`config.mk`:
```
export PLATFORM = sky130hd
export DESIGN_NAME = regfile_wb_arbiter_flat
export DESIGN_NICKNAME = d
export VERILOG_FILES = /design/src/rtl/regfile_wb_arbiter_pkg.sv /design/src/rtl/regfile_wb_arbiter_if.sv /design/src/rtl/regfile_wb_arbiter_rr_arbiter2.sv /design/src/rtl/regfile_wb_arbiter.sv /design/src/flat_wrapper.sv
export SDC_FILE = /design/constraint.sdc
export NUM_CORES = 1
export LEC_CHECK = 0
export CORE_ASPECT_RATIO = 1.2
export CORE_UTILIZATION = 33
export CTS_CLUSTER_SIZE = 8
export DETAILED_ROUTE_END_ITERATION = 8
export GPL_ROUTABILITY_DRIVEN = 0
export GPL_TIMING_DRIVEN = 0
export HOLD_SLACK_MARGIN = 0.03
export PLACE_DENSITY = 0.77
export SYNTH_ARGS = -nofsm -noshare
export SYNTH_HDL_FRONTEND = slang
export SYNTH_SLANG_ARGS = --single-unit
export TNS_END_PERCENT = 50
```
`constraint.sdc`:
```
create_clock -name clk -period 1.45 [get_ports clk]
set_clock_uncertainty 0.1 [all_clocks]
set_input_delay 0.2175 -clock clk [delete_from_list [all_inputs] [get_ports clk]]
set_output_delay 0.2175 -clock clk [all_outputs]
set_load 0.005 [all_outputs]
```
`src/rtl/regfile_wb_arbiter_pkg.sv`:
```
// Shared constants for the register-file write-back arbiter: widths, the x0
// address and the arbitration-mode encodings.
package regfile_pkg;

    localparam int unsigned ADDR_W = 5;
    localparam int unsigned DATA_W = 32;

    // The hard-wired zero register is never written through this path.
    localparam int unsigned X0_ADDR = 0;

    localparam int unsigned PRIO_RR    = 0;
    localparam int unsigned PRIO_FIXED = 1;

    // Encoding of grant_last / last-grant pointer.
    typedef enum logic {
        GNT_REQ0 = 1'b0,
        GNT_REQ1 = 1'b1
    } gnt_idx_e;

endpackage

```
`src/rtl/regfile_wb_arbiter_if.sv`:
```
// Write-back bus: two valid/ready requesters in, one registered register-file
// write port plus the last-grant indicator out.
interface regfile_wb_arbiter_if #(
    parameter int unsigned ADDR_W = regfile_pkg::ADDR_W,
    parameter int unsigned DATA_W = regfile_pkg::DATA_W
);

    logic              req0_valid;
    logic              req0_ready;
    logic [ADDR_W-1:0] req0_addr;
    logic [DATA_W-1:0] req0_data;

    logic              req1_valid;
    logic              req1_ready;
    logic [ADDR_W-1:0] req1_addr;
    logic [DATA_W-1:0] req1_data;

    logic              wr_en;
    logic [ADDR_W-1:0] wr_addr;
    logic [DATA_W-1:0] wr_data;
    logic              grant_last;

    // Arbiter side.
    modport slave (
        input  req0_valid, req0_addr, req0_data,
        input  req1_valid, req1_addr, req1_data,
        output req0_ready, req1_ready,
        output wr_en, wr_addr, wr_data, grant_last
    );

    // Requester / register-file side.
    modport master (
        output req0_valid, req0_addr, req0_data,
        output req1_valid, req1_addr, req1_data,
        input  req0_ready, req1_ready,
        input  wr_en, wr_addr, wr_data, grant_last
    );

endinterface

```
`src/rtl/regfile_wb_arbiter_rr_arbiter2.sv`:
```
// Two-way arbiter: request pair plus last-grant pointer in, one-hot grant out.
// Round-robin favours the requester that did not win last; fixed mode favours req0.
module rr_arbiter2
    import regfile_pkg::*;
#(
    parameter bit FIXED_PRIO = 1'b0
) (
    input  logic [1:0] req_i,
    input  logic       last_i,
    output logic [1:0] gnt_c_o
);

    if (FIXED_PRIO) begin : g_fixed
        always_comb begin
            gnt_c_o    = 2'b00;
            gnt_c_o[0] = req_i[0];
            gnt_c_o[1] = req_i[1] & ~req_i[0];
        end
    end else begin : g_rr
        always_comb begin
            gnt_c_o = 2'b00;
            unique case (req_i)
                2'b01:   gnt_c_o = 2'b01;
                2'b10:   gnt_c_o = 2'b10;
                // Contention: the side that did not win most recently goes next.
                2'b11:   gnt_c_o = (last_i == GNT_REQ1) ? 2'b01 : 2'b10;
                default: gnt_c_o = 2'b00;
            endcase
        end
    end

endmodule

```
`src/rtl/regfile_wb_arbiter.sv`:
```
// Register-file write-port arbiter: picks one of two write-back requesters per
// cycle, registers the write and suppresses writes to x0.
// Optional forwarding compare from the output stage: REGFILE_WB_ARB_BYPASS_EN.
module regfile_wb_arbiter #(
    parameter int unsigned DATA_W    = regfile_pkg::DATA_W,
    parameter int unsigned ADDR_W    = regfile_pkg::ADDR_W,
    parameter int unsigned PRIO_MODE = regfile_pkg::PRIO_RR
) (
    input  logic              clk,
    input  logic              clear,
    input  logic              hold,
    regfile_wb_arbiter_if.slave bus
`ifdef REGFILE_WB_ARB_BYPASS_EN
    ,
    input  logic [ADDR_W-1:0] rd_addr_a,
    input  logic [ADDR_W-1:0] rd_addr_b,
    output logic              byp_hit_a,
    output logic              byp_hit_b,
    output logic [DATA_W-1:0] byp_data
`endif
);

    localparam logic [ADDR_W-1:0] X0 = ADDR_W'(regfile_pkg::X0_ADDR);
    localparam bit FIXED_PRIO = (PRIO_MODE == regfile_pkg::PRIO_FIXED);

    logic [1:0]        req_c;
    logic [1:0]        gnt_c;
    logic              accept_c;

    logic              wr_en_q,      wr_en_d;
    logic [ADDR_W-1:0] wr_addr_q,    wr_addr_d;
    logic [DATA_W-1:0] wr_data_q,    wr_data_d;
    logic              grant_last_q, grant_last_d;

    // Hold masks both requests, so nothing is granted while stalled.
    assign req_c = {bus.req1_valid, bus.req0_valid} & {2{~hold}};

    rr_arbiter2 #(
        .FIXED_PRIO (FIXED_PRIO)
    ) u_arb (
        .req_i   (req_c),
        .last_i  (grant_last_q),
        .gnt_c_o (gnt_c)
    );

    assign bus.req0_ready = gnt_c[0];
    assign bus.req1_ready = gnt_c[1];
    assign accept_c       = |gnt_c;

    // Output stage refills every cycle; x0 writes are accepted but not enabled.
    always_comb begin
        wr_en_d      = 1'b0;
        wr_addr_d    = wr_addr_q;
        wr_data_d    = wr_data_q;
        grant_last_d = grant_last_q;
        if (accept_c) begin
            wr_addr_d    = gnt_c[1] ? bus.req1_addr : bus.req0_addr;
            wr_data_d    = gnt_c[1] ? bus.req1_data : bus.req0_data;
            wr_en_d      = (wr_addr_d != X0);
            grant_last_d = gnt_c[1];
        end
    end

    // Reset favours req0 first by pretending req1 won last.
    always_ff @(posedge clk or negedge clear) begin
        if (!clear) begin
            wr_en_q      <= 1'b0;
            wr_addr_q    <= '0;
            wr_data_q    <= '0;
            grant_last_q <= 1'b1;
        end else begin
            wr_en_q      <= wr_en_d;
            wr_addr_q    <= wr_addr_d;
            wr_data_q    <= wr_data_d;
            grant_last_q <= grant_last_d;
        end
    end

    assign bus.wr_en      = wr_en_q;
    assign bus.wr_addr    = wr_addr_q;
    assign bus.wr_data    = wr_data_q;
    assign bus.grant_last = grant_last_q;

`ifdef REGFILE_WB_ARB_BYPASS_EN
    // Forward a write sitting in the output stage before the register file has it.
    assign byp_hit_a = wr_en_q && (wr_addr_q == rd_addr_a) && (rd_addr_a != X0);
    assign byp_hit_b = wr_en_q && (wr_addr_q == rd_addr_b) && (rd_addr_b != X0);
    assign byp_data  = wr_data_q;
`endif

endmodule
```
`src/flat_wrapper.sv`:
```
// flat-port wrapper written by rule: the top's interface ports become plain ports
module regfile_wb_arbiter_flat 
#(
    parameter int unsigned DATA_W    = regfile_pkg::DATA_W,
    parameter int unsigned ADDR_W    = regfile_pkg::ADDR_W,
    parameter int unsigned PRIO_MODE = regfile_pkg::PRIO_RR
)
  (clk, clear, hold, bus_req0_valid, bus_req0_addr, bus_req0_data, bus_req1_valid, bus_req1_addr, bus_req1_data, bus_req0_ready, bus_req1_ready, bus_wr_en, bus_wr_addr, bus_wr_data, bus_grant_last);
  regfile_wb_arbiter_if #(.ADDR_W(ADDR_W), .DATA_W(DATA_W)) bus_i ();
  input  logic clk;
  input  logic clear;
  input  logic hold;
  input wire logic [$bits(bus_i.req0_valid)-1:0] bus_req0_valid;
  input wire logic [$bits(bus_i.req0_addr)-1:0] bus_req0_addr;
  input wire logic [$bits(bus_i.req0_data)-1:0] bus_req0_data;
  input wire logic [$bits(bus_i.req1_valid)-1:0] bus_req1_valid;
  input wire logic [$bits(bus_i.req1_addr)-1:0] bus_req1_addr;
  input wire logic [$bits(bus_i.req1_data)-1:0] bus_req1_data;
  output wire logic [$bits(bus_i.req0_ready)-1:0] bus_req0_ready;
  output wire logic [$bits(bus_i.req1_ready)-1:0] bus_req1_ready;
  output wire logic [$bits(bus_i.wr_en)-1:0] bus_wr_en;
  output wire logic [$bits(bus_i.wr_addr)-1:0] bus_wr_addr;
  output wire logic [$bits(bus_i.wr_data)-1:0] bus_wr_data;
  output wire logic [$bits(bus_i.grant_last)-1:0] bus_grant_last;
  assign bus_i.req0_valid = bus_req0_valid;
  assign bus_i.req0_addr = bus_req0_addr;
  assign bus_i.req0_data = bus_req0_data;
  assign bus_i.req1_valid = bus_req1_valid;
  assign bus_i.req1_addr = bus_req1_addr;
  assign bus_i.req1_data = bus_req1_data;
  assign bus_req0_ready = bus_i.req0_ready;
  assign bus_req1_ready = bus_i.req1_ready;
  assign bus_wr_en = bus_i.wr_en;
  assign bus_wr_addr = bus_i.wr_addr;
  assign bus_wr_data = bus_i.wr_data;
  assign bus_grant_last = bus_i.grant_last;
  regfile_wb_arbiter #(.DATA_W(DATA_W), .ADDR_W(ADDR_W), .PRIO_MODE(PRIO_MODE)) u_core (.clk(clk), .clear(clear), .hold(hold), .bus(bus_i));
endmodule
```
Word-level counts from Yosys, hierarchy flattened. Index checks and enable logic that the tools add are counted. Widths: inputs -> output; s select.

Eq/ne operators: 3. Multiplexer cells: 5. Bitwise gates (word level): 2. Reductions and logical operators: 2.

Operators by type and width (number): $mux 32 (1); $pmux 2 s3 (1); $mux 5 (1); $reduce_bool 5->1 (1); $eq 2x2->1 const B (2); $and 2x2->2 (1); $eq 2x1->1 const B (1); $mux 2 (1); $reduce_or 2->1 (1); $mux 1 (1); $not 1->1 (1).

Register bits: 39. Input port bits: 79. Output and inout bits: 41. Word-level logic and storage cells: 16.

Longest topological paths before layout. Gate-level depths: netlist of run 1.

Depth after elaboration: 7. Depth in mapped cells: 5. Depth with buffers taken out: 3.

Modules after synthesis. Synthesis of run 1 repeated with hierarchy kept, for this count alone.

Cell total of the unflattened synthesis: 175. Area, all modules: 1825.5 um^2.

By module, submodules not included: regfile_wb_arbiter (instances 1, cells an instance 172, area each 1806.7 um^2, seq. area each 977.2 um^2); rr_arbiter2 (instances 1, cells an instance 3, area each 18.8 um^2, seq. area each 0.0 um^2).

Worst setup path after synthesis of run 1. No wires, ideal clock.

Path kind: reg2reg. From: register u_core.grant_last_q, in the netlist u_core.bus.grant_last. To: register u_core.wr_data_q[11], in the netlist u_core.bus.wr_data[11]. Library setup time: 119 ps. Data arrival time: 1191 ps. Required time: 1231 ps. Setup slack: 40 ps. Stages on the path, launching flop included: 6. Path buffers: 2. Period minus slack after synthesis: 1410 ps. Cell sequence: dfstp_2 > and2_4 > buf_6 > o21ai_4 > buf_6 > o21a_1.

Longest elaborated chain between the ends: 3. Elaborated cells between the ends (all ways): 4. Those cells by class: mux: 3; reduce/logical: 1.

Ends and longest elaborated chain: from (decl) (RTL line regfile_wb_arbiter.sv:33) `logic grant_last_q, grant_last_d;`; from (signal assigned) (RTL line regfile_wb_arbiter.sv:75) `grant_last_q <= grant_last_d;`; $mux 2 * (RTL line regfile_wb_arbiter_rr_arbiter2.sv:26) `2'b11: gnt_c_o = (last_i == GNT_REQ1) ? 2'b01 : 2'b10;`; $pmux 2 s3 * (RTL line regfile_wb_arbiter_rr_arbiter2.sv:22) `unique case (req_i)`; $mux 32 / $reduce_or 2->1 (equally long branches) (RTL line regfile_wb_arbiter.sv:58, regfile_wb_arbiter.sv:48); to (signal assigned) (RTL line regfile_wb_arbiter.sv:74) `wr_data_q <= wr_data_d;`; to (decl) (RTL line regfile_wb_arbiter.sv:32) `logic [DATA_W-1:0] wr_data_q, wr_data_d;`.

Mark *: on every way between the ends. The rest lies on a longest branch, timed or not. A chain may end at the register's enable or synchronous reset.

Worst setup path after layout of run 1.
From: register u_core.grant_last_q, in the netlist u_core.bus.grant_last. To: output bus_req0_ready.

Longest elaborated chain between the ends: 2.

Ends and longest elaborated chain: $mux 2 (RTL line regfile_wb_arbiter_rr_arbiter2.sv:26); $pmux 2 s3 (RTL line regfile_wb_arbiter_rr_arbiter2.sv:22); to (decl) (RTL line flat_wrapper.sv:19) `output wire logic [$bits(bus_i.req0_ready)-1:0] bus_req0_ready;`.

No other way between the ends.

==> flow_metrics.py, run 1 <==
metrics = {
    "run_status": {
        "status": "complete, but fails checks",
        "violations": "DRC, setup timing",
    },
    "drt": {
        "viasPerCell": 5.13,
        "drt_wl_total_um": 5290,
        "wl_per_cell_um": 14.9,
        "wl_met1_um": 2150,
        "drt_iter0_markers": 49,
        "drcViolationCount": 8,
        "first_pass_iters": 7,
        "ant_nets": 0,
        "wl_met3_um": 401,
        "met2_length_um": 2700,
        "top_layer_used": "met4",
        "via_count": 1816,
    },
    "yosys": {
        "synthAdderAreaFrac": 0,
        "synth_top_area_frac": 0.504,
        "synth-simple-area-share": 0.0577,
        "synthXorXnorAreaFrac": 0,
        "synth_top_cell_by_area": "dfrtp_1",
        "synth_enable_flop_cells": 0,
        "async_reset_ff_frac": 1.00,
        "synth-compound-area-share": 0.349,
        "synth_flop_cell": "dfrtp_1",
        "ys_ff_latch": 39,
        "synth_area_um2": 1890,
        "yosysUniqueCellTypes": 24,
        "ys_top_cells_by_area": "dfrtp_1 (50%), o32a_1 (17%), o21a_1 (13%)",
        "synth_common_cells": "dfrtp_1 (38), o21a_1 (32), o32a_1 (32)",
        "yosysMostFrequentCell": "dfrtp_1",
        "syn_nets": 235,
        "synth_top_family_by_area": "compound AO/OA/AOI/OAI gates",
        "avgSynthCellArea_um2": 12.1,
        "ys_seq_area_frac": 0.518,
        "synth_mux_area_frac": 0,
        "syn_inst": 156,
        "ys.warnings.count": 0,
    },
    "sta": {
        "holdWs_ns": 0.211,
        "period_share": 1.17,
        "rsz0062_at_grt": "true",
        "finalSetupViolCount": 30,
        "finalHoldViolations": 0,
        "final-max-slew-violation-count": 0,
        "setup_slack_ns": -0.240,
        "clock.fmax_mhz": 592,
        "maxSlewHeadroom": 0.409,
        "tightest_slew_ns": 0.886,
        "post-route-min-period_ns": 1.69,
    },
    "global_routing": {
        "antenna_found_initial": 0,
        "grt_overflow": 0,
        "grt_pass1_wl_um": 8720,
        "grt_start_max_net_pins": 40,
        "grt_pass1_vias": 1879,
        "grt.total_usage": 0.184,
    },
    "cts": {
        "insertion_delay_ns": 0.28,
        "htreeDepth": 2,
        "clk_pin_slew_ns": 0.07,
        "cts_tree": "built",
        "clock_path_buffers": 2,
        "cts_sinks": 39,
        "numCtsBuffers": 5,
        "clock-root-buffer": "clkbuf_8",
    },
    "floorplan": {
        "die_area_um2": 6020,
        "io_pins": 120,
        "die_y_um": 84.8,
        "rows": 29,
        "chipWidth_um": 71.0,
        "core_area_um2": 5410,
        "start_util": 0.349,
    },
    "hold_path": {
        "whs_path_depth": 2,
        "hp-class": "in2reg",
        "min_to": "u_core.bus.grant_last",
        "hold_start": "bus_req0_valid",
    },
    "place": {
        "hpwl_um": 3880,
        "dp_slack_ns": -0.851,
        "port_buffers": 119,
        "postPlaceCellArea_um2": 3150,
    },
    "flow_run": {
        "drv_cap": 0,
    },
    "cells_and_area": {
        "layout-drive-gt1-share": 0.134,
        "area_delta_synth_final_pct": 73.8,
        "fin_util": 0.606,
        "multi_input_area_um2": 769,
        "register_area_um2": 977,
        "fill_cells": 483,
        "final_area_um2": 3280,
        "n_antenna_cell": 0,
        "nets": 370,
    },
    "setup_path": {
        "rr_worst_depth": 6,
        "path_class": "reg2out",
        "slowest_stage": "dfstp_2",
        "endpoint_kind": "output port",
        "reg2reg_from": "u_core.bus.grant_last",
        "reg2reg_slack_ns": -0.08,
        "crit_chain": "and2_4 -> buf_8 -> o21ai_4 -> buf_6 -> inv_2 -> buf_2",
        "rr_endpoint": "u_core.bus.wr_data[29]",
        "worstSetupStartpointType": "register",
        "crit_family": "flip-flops",
        "path_max_fanout": 4,
        "cp.arrival_ns": 1.37,
        "critPathMaxStageDelay_ns": 0.54,
        "path_buf_inv": 4,
        "required_ns": 1.13,
    },
    "pwr": {
        "ir_drop_uv": 563,
        "p_per_area_nw_per_um2": 934,
        "leakage_nw": 1.34,
        "finalPower_mw": 3.06,
    },
}
==> layer usage <==
layer	track usage	vias up
li1	-	886
met1	0.220	856
met2	0.318	70
met3	0.0612	4
met4	0.0436	0
met5	0	-
==> cell families (layout without fill, tap and decap cells) <==
| group | after synthesis | count (layout) |
|---|---|---|
| AND/OR/NAND/NOR | 21 | 21 |
| buffers and inverters | 18 | 154 |
| AO/OA/AOI/OAI | 78 | 78 |
| flip-flops | 39 | 39 |
==> state kept, by name, indices dropped and copies added, names as in the netlist <==
name                   count
u_core.bus.wr_addr         5
u_core.bus.wr_en           1
u_core.bus.wr_data        32
u_core.bus.grant_last      1
==> where the power goes <==
group	internal, mW	switching, mW
clock network	0.337	0.359
registers	1.26	0.0764
logic	0.655	0.374
==> stage by stage <==
stage / TNS (ns) / instances
6_report: -2.15 / 354
4_1_cts: -2.63 / 353
3_3_place_gp: -49.88 / 337
5_1_grt: -4.00 / 354
3_5_place_dp: -14.10 / 337
2_1_floorplan: 0 / 156
==> cell usage in the layout (no fill, tap or decap), types with 6 or more instances in the layout <==
master / count
o21a_1: 32
buf_4: 12
clkdlybuf4s50_1: 74
dfrtp_1: 38
o32a_1: 32
a31oi_1: 6
nor2_1: 8
dlygate4sd2_1: 39
==> worst max-delay path by stage <==
stage / start / to / slack (ns) / cells past startpoint
2_1_floorplan: u_core.bus.grant_last / u_core.bus.wr_data[11] / 0.04 / 5
3_3_place_gp: clear / u_core.bus.wr_data[1] / -0.95 / 1
3_5_place_dp: bus_req0_valid / bus_req0_ready / -0.85 / 7
4_1_cts: u_core.bus.grant_last / bus_req0_ready / -0.26 / 6
5_1_grt: u_core.bus.grant_last / bus_req0_ready / -0.30 / 6
6_report: u_core.bus.grant_last / bus_req0_ready / -0.24 / 6
==> repair_timing <==
item,CTS,global route
resized for setup,56,10
hold endpoints to repair,38,0
endpoints found under the setup margin,71,41
hold buffers,1,0
setup buffers,7,1
pin swaps,1,2
==> layout make-up <==
cell class | count | area share
clock buffers | 7 | 0.0233
clock inverters | 1 | 0.00153
multi-input cells | 99 | 0.235
well taps | 62 | 0.0237
plain buffers | 16 | 0.0466
repair buffers | 128 | 0.370
inverters | 2 | 0.00229
flip-flops and latches | 39 | 0.298
Note: power is estimated with default switching activity, not from simulation.
==> inputs of run 2 (changes only) <==
CAP_MARGIN = 30   (was unset)
PLACE_DENSITY = 0.87   (was 0.77)
==> run 2 against run 1 <==
- the run still ends with DRC, setup timing left
- first-iteration DRC count increased by 110%
- via count rose by 1.5%
- sequential share of layout area about the same
- clock power is 14% higher
- wire length rose by 3.1%
- utilization is essentially flat
- critical endpoint unchanged
- highest routed layer unchanged
==> flow_metrics.py, run 2 (same netlist as run 1, synthesis figures left out) <==
metrics = {
    "pwr": {
        "ir_drop_uv": 540,
        "leakage_nw": 1.34,
        "p_per_area_nw_per_um2": 960,
    },
    "drt": {
        "first_pass_iters": 6,
        "drt_iter0_markers": 102,
        "drt_wl_total_um": 5450,
        "ant_nets": 0,
        "viasPerCell": 5.24,
        "wl_per_cell_um": 15.5,
        "via_count": 1843,
        "drcViolationCount": 7,
    },
    "sta": {
        "period_share": 1.16,
        "finalSetupViolCount": 31,
        "clock.fmax_mhz": 596,
        "setup_slack_ns": -0.228,
        "finalHoldViolations": 0,
        "final-max-slew-violation-count": 0,
        "post-route-min-period_ns": 1.68,
        "tightest_slew_ns": 0.867,
        "rsz0062_at_grt": "true",
        "maxSlewHeadroom": 0.422,
    },
    "global_routing": {
        "grt_start_max_net_pins": 40,
        "grt_pass1_wl_um": 9000,
        "antenna_found_initial": 0,
        "grt_overflow": 0,
        "grt_pass1_vias": 1953,
        "grt.total_usage": 0.190,
    },
    "cells_and_area": {
        "largest_register_ff_count": 32,
        "final_common_cell": "clkdlybuf4s50_1",
        "mostFrequentLayoutCells": "clkdlybuf4s50_1 (74), dlygate4sd2_1 (38), dfrtp_1 (38), o32a_1 (32), o21a_1 (32)",
        "area_delta_synth_final_pct": 73.7,
        "n_antenna_cell": 0,
        "fin_util": 0.606,
        "nets": 368,
        "fill_cells": 466,
        "layout-drive-gt1-share": 0.131,
        "final_area_um2": 3270,
        "layoutNonFillerInstCount": 352,
    },
    "cts": {
        "clk_pin_slew_ns": 0.07,
        "cts_sinks": 39,
        "htreeDepth": 2,
        "numCtsBuffers": 5,
        "clock_path_buffers": 2,
        "insertion_delay_ns": 0.28,
        "cts_tree": "built",
        "clock-root-buffer": "clkbuf_8",
    },
    "run_status": {
        "violations": "DRC, setup timing",
        "status": "complete, but fails checks",
    },
    "floorplan": {
        "rows": 29,
        "start_util": 0.349,
        "io_pins": 120,
        "die_area_um2": 6020,
        "core_area_um2": 5410,
        "die_y_um": 84.8,
        "chipWidth_um": 71.0,
    },
    "setup_path": {
        "worstSetupStartpointType": "register",
        "reg2reg_slack_ns": -0.08,
        "required_ns": 1.13,
        "rr_endpoint": "u_core.bus.wr_data[9]",
        "endpoint_kind": "output port",
        "reg2reg_from": "u_core.bus.grant_last",
        "cp.arrival_ns": 1.36,
        "path_class": "reg2out",
        "path_max_fanout": 3,
        "rr_worst_depth": 6,
    },
    "hold_path": {
        "hold_start": "bus_req0_valid",
        "hp-class": "in2reg",
        "whs_path_depth": 2,
        "min_to": "u_core.bus.grant_last",
    },
    "place": {
        "postPlaceCellArea_um2": 3150,
        "hpwl_um": 4070,
        "port_buffers": 119,
        "dp_cells": 337,
    },
    "flow_run": {
        "drv_cap": 0,
    },
}
[run 2: cell type report]
cell class | instances | area (µm²) | area share
buffer | 16 | 140 | 0.0428
clock buffer | 8 | 100 | 0.0306
inverter | 2 | 7.51 | 0.00229
multi-input combinational | 99 | 769 | 0.235
sequential | 39 | 977 | 0.298
tap | 62 | 77.6 | 0.0237
timing repair buffer | 126 | 1200 | 0.367
[run 2: worst max path at each step]
stage | from | end | slack, ns
floorplan | u_core.bus.grant_last | u_core.bus.wr_data[11] | 0.04
global placement | clear | u_core.bus.wr_data[2] | -0.89
global route | u_core.bus.grant_last | bus_req0_ready | -0.27
CTS | u_core.bus.grant_last | bus_req0_ready | -0.24
finish | u_core.bus.grant_last | bus_req0_ready | -0.23
detailed placement | bus_req0_valid | bus_req0_ready | -0.85
[run 2: metal layers]
layer  routed length, µm  vias to the layer above  track usage
met5                   0                        -            0
met4                  55                        0       0.0509
met3                 399                        6       0.0564
met2                2850                       80        0.338
met1                2150                      874        0.220
li1                    -                      883            -
[run 2: worst max-delay path, stage by stage (launching register included)]
cell,delay [ns]
dfstp_2,0.54
and2_4,0.15
buf_8,0.10
o21ai_4,0.05
buf_6,0.12
inv_2,0.04
buf_6,0.08
[run 2: metrics by stage]
step / power [mW] / hold WS [ns] / TNS [ns] / setup slack, ns
after floorplan: 1.79 / -0.178 / 0 / 0.0403
after global placement: 2.44 / 0.424 / -47.29 / -0.885
after detailed placement: 2.46 / 0.283 / -13.73 / -0.849
after CTS: 3.19 / 0.195 / -2.25 / -0.242
after global routing: 3.33 / 0.196 / -3.30 / -0.274
final: 3.14 / 0.199 / -2.10 / -0.228
[run 2: timing repair]
action                                 CTS  global route
setup endpoints to repair               68            40
pin swaps                                1             1
resized for setup                       54             5
endpoints found under the hold margin   38             0
setup buffers                            6             0
gates cloned                             0             0
hold buffers                             1             0
[run 2: where the power goes]
group / internal (mW) / switching [mW] / leakage, nW / total (mW)
Combinational: 0.639 / 0.372 / 0.850 / 1.01
Clock: 0.434 / 0.361 / 0.0515 / 0.795
Sequential: 1.26 / 0.0812 / 0.442 / 1.34
Total: 2.33 / 0.814 / 1.34 / 3.14
==> inputs of run 3 (changes only) <==
CTS_CLUSTER_DIAMETER = 100   (was unset)
==> results of run 3 <==
No change in the layout: final DEF, timing and power equal those of run 2.
